--- src/rtl/fifo_rd_pkg.sv ---
// Shared constants and state encoding for the FIFO burst reader.
package fifo_rd_pkg;

    localparam int unsigned DEF_DATA_W  = 8;
    localparam int unsigned DEF_CNT_W   = 8;
    localparam int unsigned BURST_CNT_W = 16;

    typedef enum logic {
        IDLE  = 1'b0,
        BURST = 1'b1
    } rd_state_e;

endpackage

--- src/rtl/rd_skid_buf.sv ---
// Two-entry output buffer: a registered output stage backed by one skid register.
module rd_skid_buf #(
    parameter int unsigned DATA_W = 8
) (
    input  logic              sys_clk,
    input  logic              sys_rst_n,
    input  logic              s_valid,
    input  logic [DATA_W-1:0] s_data,
    output logic              s_ready_c,
    output logic              m_valid,
    output logic [DATA_W-1:0] m_data,
    input  logic              m_ready,
    output logic [1:0]        level_c
);

    logic              skid_valid;
    logic [DATA_W-1:0] skid_data;
    logic              load;

    // Output stage may take a new word when it is empty or being consumed.
    assign load      = !m_valid || m_ready;
    assign s_ready_c = !skid_valid || load;
    assign level_c   = 2'(m_valid) + 2'(skid_valid);

    // Oldest word always sits in the output stage; the skid holds the younger one.
    always_ff @(posedge sys_clk or negedge sys_rst_n) begin
        if (!sys_rst_n) begin
            m_valid    <= 1'b0;
            m_data     <= '0;
            skid_valid <= 1'b0;
            skid_data  <= '0;
        end else if (load) begin
            if (skid_valid) begin
                m_valid    <= 1'b1;
                m_data     <= skid_data;
                skid_valid <= s_valid;
                if (s_valid) begin
                    skid_data <= s_data;
                end
            end else begin
                m_valid <= s_valid;
                if (s_valid) begin
                    m_data <= s_data;
                end
            end
        end else if (s_valid) begin
            skid_valid <= 1'b1;
            skid_data  <= s_data;
        end
    end

endmodule

--- src/rtl/fifo_burst_reader.sv ---
// Drains a FIFO in bursts once its occupancy crosses a threshold (or it fills).
module fifo_burst_reader
    import fifo_rd_pkg::*;
#(
    parameter int unsigned DATA_W = DEF_DATA_W,
    parameter int unsigned CNT_W  = DEF_CNT_W,
    parameter int unsigned THRESH = 8
) (
    input  logic                   sys_clk,
    input  logic                   sys_rst_n,
    input  logic [DATA_W-1:0]      fifo_dout,
    input  logic                   fifo_empty,
    input  logic                   fifo_full,
    input  logic [CNT_W-1:0]       fifo_data_count,
    output logic                   fifo_rd_en,
    output logic [DATA_W-1:0]      m_data,
    output logic                   m_valid,
    input  logic                   m_ready,
    output logic                   burst_active,
    output logic [BURST_CNT_W-1:0] burst_cnt
);

    rd_state_e  state;
    logic       rd_inflight;
    logic       buf_s_ready;
    logic       buf_pop;
    logic [1:0] buf_level;
    logic [2:0] pending;
    logic       start_burst;
    logic       end_burst;

    // Words that will occupy the buffer next cycle, counting the in-flight read.
    assign buf_pop     = m_valid & m_ready;
    assign pending     = 3'(buf_level) - 3'(buf_pop) + 3'(rd_inflight);

    // Read only in BURST, only from a non-empty FIFO, and only if the word will fit.
    assign fifo_rd_en  = sys_rst_n & (state == BURST) & !fifo_empty
                         & buf_s_ready & (pending < 3'd2);

    assign start_burst = (fifo_data_count >= CNT_W'(THRESH)) | fifo_full;
    assign end_burst   = fifo_empty & !fifo_rd_en & !rd_inflight;

    // Burst FSM with registered status outputs and the one-cycle read-latency tracker.
    always_ff @(posedge sys_clk or negedge sys_rst_n) begin
        if (!sys_rst_n) begin
            state        <= IDLE;
            burst_active <= 1'b0;
            burst_cnt    <= '0;
            rd_inflight  <= 1'b0;
        end else begin
            rd_inflight <= fifo_rd_en;
            case (state)
                IDLE: begin
                    if (start_burst) begin
                        state        <= BURST;
                        burst_active <= 1'b1;
                        burst_cnt    <= burst_cnt + BURST_CNT_W'(1);
                    end
                end
                BURST: begin
                    if (end_burst) begin
                        state        <= IDLE;
                        burst_active <= 1'b0;
                    end
                end
            endcase
        end
    end

    // Read data lands one cycle after the strobe and is captured into the buffer.
    rd_skid_buf #(
        .DATA_W (DATA_W)
    ) u_skid (
        .sys_clk   (sys_clk),
        .sys_rst_n (sys_rst_n),
        .s_valid   (rd_inflight),
        .s_data    (fifo_dout),
        .s_ready_c (buf_s_ready),
        .m_valid   (m_valid),
        .m_data    (m_data),
        .m_ready   (m_ready),
        .level_c   (buf_level)
    );

endmodule
--- config.mk ---
export PLATFORM = sky130hd
export DESIGN_NAME = fifo_burst_reader
export DESIGN_NICKNAME = d
export VERILOG_FILES = /design/src/rtl/fifo_rd_pkg.sv /design/src/rtl/rd_skid_buf.sv /design/src/rtl/fifo_burst_reader.sv
export SDC_FILE = /design/constraint.sdc
export NUM_CORES = 1
export LEC_CHECK = 0
export BUFFER_PORTS_ARGS = -buffer_cell sky130_fd_sc_hd__buf_2
export CORE_ASPECT_RATIO = 2
export CORE_MARGIN = 1.5
export CORE_UTILIZATION = 55
export CTS_BUF_LIST = sky130_fd_sc_hd__clkbuf_4 sky130_fd_sc_hd__clkbuf_8 sky130_fd_sc_hd__clkbuf_16
export DETAILED_ROUTE_END_ITERATION = 10
export HOLD_SLACK_MARGIN = 0.15
export PLACE_DENSITY_LB_ADDON = 0.12
export SYNTH_ARGS = -nofsm -noshare
export SYNTH_HDL_FRONTEND = slang
export SYNTH_HIERARCHICAL = 1
export SYNTH_SLANG_ARGS = --single-unit
--- constraint.sdc ---
create_clock -name sys_clk -period 5.9 [get_ports sys_clk]
set_clock_uncertainty 0.2 [all_clocks]
set_input_delay 1.18 -clock sys_clk [delete_from_list [all_inputs] [get_ports sys_clk]]
set_output_delay 1.18 -clock sys_clk [all_outputs]
set_load 0.02 [all_outputs]
==> qor.yml <==
clock_network:
  clock_path_buffers: 2
  path_clk_slew_ns: 0.06
  cts_tree: "done"
  ctsHoldBuffers: 0
  post_cts.repair.setup_buffers: 0
  clk_latency_ns: 0.29
  htree_levels: 2
  cts_buffers: 5
  numClockSinks: 37
  clk_root_buffer_cell: "clkbuf_8"
  cts_resized: 0
detailed_routing:
  drt_first_pass_iters: 4
  vias: 1206
  wl_per_cell_um: 15.0
  drt_iter0_drc: 20
  viasPerCell: 5.56
  wl_mm: 3.26
  detail-route-antenna-nets: 0
  drc_errors: 0
placed_design:
  dp_hpwl_mm: 2.52
  gp_congestion: 0.825
  port_buffers: 44
critical_path:
  endpoint_kind: "primary output"
  crit_type: "input pin to primary output"
  critical_path.max_fanout: 2
  cpMostUsedCell: "buf_2"
  crit_family: "adder cells"
  critical_path.max_stage_delay_ns: 0.43
  path_cells: "buf_2 > and2_1 > ha_1 > nor2_1 > fa_1 > nor3_1 > buf_2"
  cp-start-kind: "input pin"
  arrival_ns: 2.70
  worstPathRequired_ns: 4.52
  worst-path-buf-inv: 2
  slowest_stage: "fa_1"
cells_and_area:
  nFillCells: 231
  antennaDiodeCount: 0
  drive_gt1_share_pct: 45.5
  syn2layout_area_growth_pct: 19.4
  final_util_pct: 69.6
  most-common-layout-cells: "44 x buf_2, 37 x dfrtp_1, 25 x mux2_2, 15 x xnor2_1"
  multi_input_area_um2: 768
  fin_nets: 211
  final_common_cell: "buf_2"
  layout.area.seq_um2: 926
timing:
  finalCritPeriodShare_pct: 69.2
  final_hold_viol_count: 0
  maxSlewViolCount: 0
  setup_viol: 0
  fmax_ghz: 0.245
  maxSlewHeadroom_pct: 65.4
  tightest_slew_ns: 0.520
  tns_ns: 0
  layout_min_cycle_time_ns: 4.08
  rsz0062_at_grt: "false"
grt:
  overflow: 0
  grt_pass1_vias: 1337
  grt_max_degree: 39
  grt_pass1_wl_mm: 5.52
  antenna_found_initial: 0
  track_usage_pct: 21.5
floorplan:
  die_w_um: 42.7
  num_rows: 28
  die_h_um: 82.4
  core_um2: 2980
  ioPinCount: 48
  die-area_um2: 3520
  start_util_pct: 58.3
yosys:
  postSynthAreaPerCell_um2: 12.8
  ys_ff_latch: 37
  synth_edf_count: 0
  syn_nets: 161
  syn_inst: 136
  synth_seq_area_share_pct: 53.4
  syn_area_um2: 1740
  synth.distinct_cells: 28
  synth-warning-count: 6
  ys_async_sr_fraction_pct: 100
  synth_ff_type: "dfrtp_1"
run:
  max_cap_viol_count: 0
min_path:
  worstHoldPathType: "flip-flop to flip-flop"
power_and_ir_drop:
  p_leak_nw: 0.984
  ir_worst_vdd_mv: 0.273
  pwr_density_cell_nw_per_um2: 401
  power_w: 0.000832
outcome:
  status: "finished, final reports clean"
==> through the flow <==
step           hold WS, ns  cell area, um^2  setup slack [ns]  instances
2_1_floorplan        0.274             1740              1.88        136
3_3_place_gp         0.259             1990              1.87        209
3_5_place_dp         0.267             1990              1.81        209
4_1_cts              0.276             2070              1.80        217
5_1_grt              0.297             2070              1.69        217
6_report             0.267             2070              1.82        217
==> worst paths after layout <==
check	startpoint	cells past startpoint	slack, ns	to
max	m_ready	7	1.82	fifo_rd_en
min	burst_cnt[15]	1	0.27	burst_cnt[15]
max reg2reg	u_skid/skid_valid	6	3.51	rd_inflight
min reg2reg	burst_cnt[15]	1	0.27	burst_cnt[15]
max in group asynchronous	sys_rst_n	2	4.45	u_skid/m_valid
min in group asynchronous	sys_rst_n	2	0.72	burst_cnt[10]
==> cells in the mapped netlist, types with 2 or more instances <==
cell type	number	area share, %
a21oi_1	2	0.58
ha_1	3	2.2
nand3_1	8	2.3
inv_1	7	1.5
nand4_1	5	1.8
mux2_2	25	16
dfrtp_1	37	53
and2_1	2	0.72
xnor2_1	15	7.6
nor3_1	2	0.58
nand2_1	8	1.7
nor2_1	6	1.3
==> cell families (layout without fill, tap and decap cells) <==
family                   Yosys count  in the layout  share of synthesized area, %
flip-flops                        37             37                          53.4
multiplexers                      25             25                          16.2
buffers and inverters              9             60                          2.38
XOR/XNOR                          16             16                          8.08
AND/OR/NAND/NOR                   39             39                          13.3
AO/OA/AOI/OAI                      6              6                          3.32
adder cells (fa/ha/maj)            4              4                          3.32
==> layout make-up <==
cell class	count	area share, %
clock inverter	2	0.483
timing repair buffer	45	11.0
sequential	37	44.7
inverter	7	1.27
clock buffer	6	3.68
multi-input combinational	90	37.1
tap	30	1.81
==> power breakdown <==
part,switching [W],total (W),internal [W]
Combinational,0.000147,0.000267,0.000120
Sequential,0.0000612,0.000395,0.000334
Clock,0.0000839,0.000170,0.0000863
==> registers in the layout, summed over array words and instances, names as in the netlist <==
signal / flops
burst_active: 1
burst_cnt: 16
rd_inflight: 1
state: 1
u_skid/m_data: 8
u_skid/m_valid: 1
u_skid/skid_data: 8
u_skid/skid_valid: 1
==> routing by layer <==
layer	GRT usage (%)	share of wire (%)	vias up
li1	-	-	566
met5	0	0	-
met3	5.43	4.9	10
met4	12.8	3.0	0
met1	18.6	31	592
met2	42.0	61	38
Note: power is estimated with default switching activity, not from simulation.
